### src/rtl/mem_arbiter.sv
// Round-robin arbiter between an instruction-fetch port and a data port sharing
// four byte-lane memory banks; one access per cycle, one-cycle read latency.
module mem_arbiter (
  input  logic        clk,
  input  logic        rst,
  input  logic        if_req,
  input  logic [14:0] if_addr,
  output logic        if_gnt,
  output logic        if_rvalid,
  output logic [31:0] if_rdata,
  input  logic        d_req,
  input  logic        d_we,
  input  logic [1:0]  d_size,
  input  logic        d_unsigned,
  input  logic [14:0] d_addr,
  input  logic [31:0] d_wdata,
  output logic        d_gnt,
  output logic        d_rvalid,
  output logic [31:0] d_rdata,
  output logic        d_err,
  output logic [12:0] bank_addr,
  output logic [3:0]  bank_re,
  output logic [3:0]  bank_we,
  output logic [31:0] bank_wdata,
  input  logic [31:0] bank_rdata
);

  localparam logic [1:0] SIZE_BYTE = 2'b00;
  localparam logic [1:0] SIZE_HALF = 2'b01;
  localparam logic [1:0] SIZE_WORD = 2'b10;

  logic        last_d;
  logic [1:0]  d_off;
  logic [3:0]  d_lanes;
  logic        d_bad;
  logic        d_load;
  logic [31:0] d_raw;
  logic [1:0]  pend_size;
  logic [1:0]  pend_off;
  logic        pend_uns;
  logic        if_addr_unused;

  // Fetches are always whole words, so the byte offset carries no information.
  assign if_addr_unused = ^if_addr[1:0];

  // On contention the port that did not win last time gets the banks.
  assign if_gnt = !rst && if_req && (!d_req || last_d);
  assign d_gnt  = !rst && d_req && !(if_req && last_d);

  assign d_off = d_addr[1:0];

  // NOTE: every always_comb output gets a default first so no path infers a latch.
  always_comb begin
    d_lanes = 4'b0000;
    unique case (d_size)
      SIZE_BYTE: d_lanes = 4'b0001 << d_off;
      SIZE_HALF: d_lanes = d_off[0] ? 4'b0000 : (4'b0011 << d_off);
      SIZE_WORD: d_lanes = (d_off == 2'b00) ? 4'b1111 : 4'b0000;
      default:   d_lanes = 4'b0000;
    endcase
  end

  // An empty lane mask marks a misaligned or illegal-size request.
  assign d_bad  = (d_lanes == 4'b0000);
  assign d_load = d_gnt && !d_we && !d_bad;

  assign bank_addr = if_gnt ? if_addr[14:2] : d_addr[14:2];
  assign bank_re   = if_gnt ? 4'b1111 : (d_load ? d_lanes : 4'b0000);
  assign bank_we   = (d_gnt && d_we) ? d_lanes : 4'b0000;

  // Replicating the store data puts it on every lane it could target; bank_we picks.
  always_comb begin
    bank_wdata = d_wdata;
    unique case (d_size)
      SIZE_BYTE: bank_wdata = {4{d_wdata[7:0]}};
      SIZE_HALF: bank_wdata = {2{d_wdata[15:0]}};
      default:   bank_wdata = d_wdata;
    endcase
  end

  // NOTE: sequential state uses non-blocking assignments so every register samples pre-edge values.
  always_ff @(posedge clk or posedge rst) begin
    if (rst) begin
      last_d    <= 1'b1;
      if_rvalid <= 1'b0;
      d_rvalid  <= 1'b0;
      d_err     <= 1'b0;
      if_rdata  <= 32'h0;
      d_raw     <= 32'h0;
      pend_size <= SIZE_BYTE;
      pend_off  <= 2'b00;
      pend_uns  <= 1'b0;
    end else begin
      if_rvalid <= if_gnt;
      d_rvalid  <= d_load;
      d_err     <= d_gnt && d_bad;
      if (if_gnt || d_gnt) last_d <= d_gnt;
      if (if_gnt) if_rdata <= bank_rdata;
      if (d_load) begin
        d_raw     <= bank_rdata;
        pend_size <= d_size;
        pend_off  <= d_off;
        pend_uns  <= d_unsigned;
      end
    end
  end

  // Load data is extracted from the captured word using the tracked size and offset.
  logic [7:0]  sel_byte;
  logic [15:0] sel_half;
  assign sel_byte = d_raw[{pend_off, 3'b000} +: 8];
  assign sel_half = d_raw[{pend_off[1], 4'b0000} +: 16];

  always_comb begin
    d_rdata = d_raw;
    unique case (pend_size)
      SIZE_BYTE: d_rdata = {{24{!pend_uns && sel_byte[7]}}, sel_byte};
      SIZE_HALF: d_rdata = {{16{!pend_uns && sel_half[15]}}, sel_half};
      default:   d_rdata = d_raw;
    endcase
  end

endmodule

### config.mk
export PLATFORM = sky130hd
export DESIGN_NAME = mem_arbiter
export DESIGN_NICKNAME = d
export VERILOG_FILES = /design/src/rtl/mem_arbiter.sv
export SDC_FILE = /design/constraint.sdc
export NUM_CORES = 1
export LEC_CHECK = 0
export ABC_AREA = 1
export CAP_MARGIN = 20
export CELL_PAD_IN_SITES_DETAIL_PLACEMENT = 1
export CELL_PAD_IN_SITES_GLOBAL_PLACEMENT = 1
export CORE_MARGIN = 1
export CORE_UTILIZATION = 27
export DETAILED_ROUTE_END_ITERATION = 16
export PLACE_DENSITY = 0.8
export SLEW_MARGIN = 20
export SYNTH_ARGS = -nofsm -noshare
export SYNTH_HDL_FRONTEND = slang
export SYNTH_SLANG_ARGS = --single-unit
export TNS_END_PERCENT = 50
### constraint.sdc
create_clock -name clk -period 6.9 [get_ports clk]
set_input_delay 0.69 -clock clk [delete_from_list [all_inputs] [get_ports clk]]
set_output_delay 0.69 -clock clk [all_outputs]
set_load 0.005 [all_outputs]
==> qor.yml <==
status: "finished clean"
drc: 0
min_from: "if_rdata[27]"
hold_viol_final: 0
setup_viol: 0
hold_depth: 2
drv_slew: 0
startpoint_type: "input pin"
async_flop_share_pct: 100.0
ys_types: 26
vdd_drop_max_mv: 0.1086
fp.dieH_um: 126.4
reg2reg_depth: 7
antenna_found_initial: 0
relSlewSlack_pct: 27.56
post-place-ws_ns: 2.220
crit_type: "input pin to output pin"
finClkSkew_ns: 0.004006
max_stage_delay_ns: 0.85
synth_commonest_cells: "317 x nand2_1, 72 x dfrtp_1, 64 x nand3_1, 23 x inv_1, 15 x clkbuf_1"
insertion_delay_ns: 0.33
synth_seq_area_share_pct: 43.74
grtUsageTotal_pct: 19.81
hpwl_um: 11830
cts_made_buffers: 9
wl_per_cell_um: 15.89
gp_congestion: 0.8531
crit_buf_inv: 3
path_max_fanout: 39
hold_buffers: 0
period_minus_slack_ns: 4.635
grt_pass1_wl_um: 25030
post-route-util_pct: 44.15
cp.arrival_ns: 3.95
worstReg2RegEnd: "pend_off[1]"
dieArea_um2: 15980
powerDensity_nw_per_um2: 271.8
crit_required_ns: 6.21
syn_avg_cell_area_um2: 7.047
io_buffers: 221
cts.sinks: 73
cts_buffer_depth: 2
critPathTopFamily: "simple AND/OR/NAND/NOR gates"
coreArea_um2: 15150
maxCapViolations: 0
viasPerCell: 4.747
die_w_um: 126.4
synth-main-ff-cell: "dfrtp_1"
yosys.area.top_type: "dfrtp_1"
ctsResizeCount: 0
drive_above_1_share_pct: 4.937
worst_pin_slew_ns: 1.087
synth_area_um2: 4179
path_cells: "clkdlybuf4s50_1 -> nor2_2 -> nand2_1 -> nand3_2 -> inv_2 -> nand2_2 -> nand3_1 -> nand2_1 -> clkdlybuf4s50_1"
postCtsSetupBuffers: 0
diodes: 0
synth-edff-count: 0
cts_tree: "yes"
fp-row-count: 45
overflow: 0
ys_warn_count: 0
drt-total-wl_um: 15540
r2r_slack_ns: 4.54
fmax_mhz: 215.7
clkSlewWorstSetupHoldPaths_ns: 0.06
reg2reg_from: "last_d"
end_kind: "output pin"
syn_to_final_growth_pct: 60.00
setup_tns_ns: 0
grt_max_degree: 75
drt_iter0_markers: 213
grt_pass1_vias: 4939
rsz0062_at_grt: "no"
leakage_nw: 3.255
fin_ws_ns: 2.265
period_share_pct: 67.17
synth_area_leaders: "dfrtp_1 43%, nand2_1 28%, nand3_1 7.7%, o211ai_1 2.3%, inv_1 2.1%"
synth_nets: 695
vias: 4643
synth_top_area_share_pct: 43.11
layout.nets: 888
ys_ff_latch: 73
path_depth: 9
start_util_pct: 27.59
whs_endpoint: "if_rdata[27]"
syn-instance-count: 593
hold_path.class: "flop to flop"
root_buffer: "clkbuf_16"
critPathSlowestCell: "clkdlybuf4s50_1"
h-tree-depth: 3
antenna_left: 0
synth_most_common_cell: "nand2_1"
first_pass_iters: 4
crit_path_start: "d_size[1]"
top_level_ports: 224
[tightest hold or removal path: stages (launching register included)]
cell	delay (ns)
dfrtp_1	0.34
nand2_1	0.05
nand2_1	0.05
[report_power, final]
group	switching (W)	internal, W	leakage, nW	total (W)
combinational	0.000324	0.000420	2.20	0.000743
sequential	0.000103	0.000527	0.912	0.000630
clock	0.000175	0.000269	0.144	0.000444
[worst max-delay path by stage]
stage / to
after floorplan: bank_re[0]
after global placement: bank_re[0]
after global routing: bank_re[0]
after detailed placement: bank_re[0]
after CTS: bank_re[0]
final: bank_re[0]
[layout make-up]
cell class | instances | area [µm²]
Inverter | 29 | 110.1
Fill cell | 1869 | 8459
Timing Repair Buffer | 223 | 2227
Clock buffer | 12 | 266.5
Tap cell | 188 | 235.2
Multi-Input combinational cell | 450 | 2004
Clock inverter | 3 | 15.01
Sequential cell | 73 | 1828
[metrics by stage]
step	hold slack [ns]	total power (W)	instances	instance area [µm²]
after floorplan	0.4419	0.0009153	593	4179
after global placement	0.4608	0.001364	963	6405
after detailed placement	0.4661	0.001385	963	6405
after CTS	0.4827	0.001837	978	6686
after global routing	0.4957	0.001930	978	6686
final	0.4786	0.001818	978	6686
[cell usage in the layout, fill, tap and decap left out, drive strengths merged]
| cell type | instances |
|---|---|
| buf | 2 |
| o21bai | 1 |
| clkinv | 4 |
| o211ai | 13 |
| inv | 28 |
| nand2 | 326 |
| clkbuf | 12 |
| nand4 | 1 |
| o21ai | 8 |
| a21oi | 3 |
| dfstp | 1 |
| nor2 | 12 |
| dfrtp | 72 |
| mux2i | 7 |
| a21boi | 7 |
| clkdlybuf4s50 | 221 |
| nand3 | 65 |
| o221ai | 7 |
[flip-flops by register name, summed over array words and instances, names as in the netlist]
name,flops
d_err,1
d_raw,32
d_rvalid,1
if_rdata,32
if_rvalid,1
last_d,1
pend_off,2
pend_size,2
pend_uns,1
[layer usage]
layer / vias up / share of wire [%] / GRT usage [%]
met3: 26 / 6.3 / 5.356
met1: 2207 / 42 / 23.22
met5: - / 0 / 0
met2: 157 / 50 / 34.74
li1: 2253 / - / -
met4: 0 / 2.3 / 6.945
[cell families (layout without fill, tap and decap cells)]
group | Yosys count | in the layout | synth area share (%)
DFF | 73 | 73 | 43.74
muxes | 7 | 7 | 1.677
and+or+nand+nor | 404 | 404 | 39.19
AOI/OAI and AO/OA | 39 | 39 | 6.916
buffers and inverters | 70 | 267 | 8.473
No activity file was read; power rests on OpenSTA's default activity.
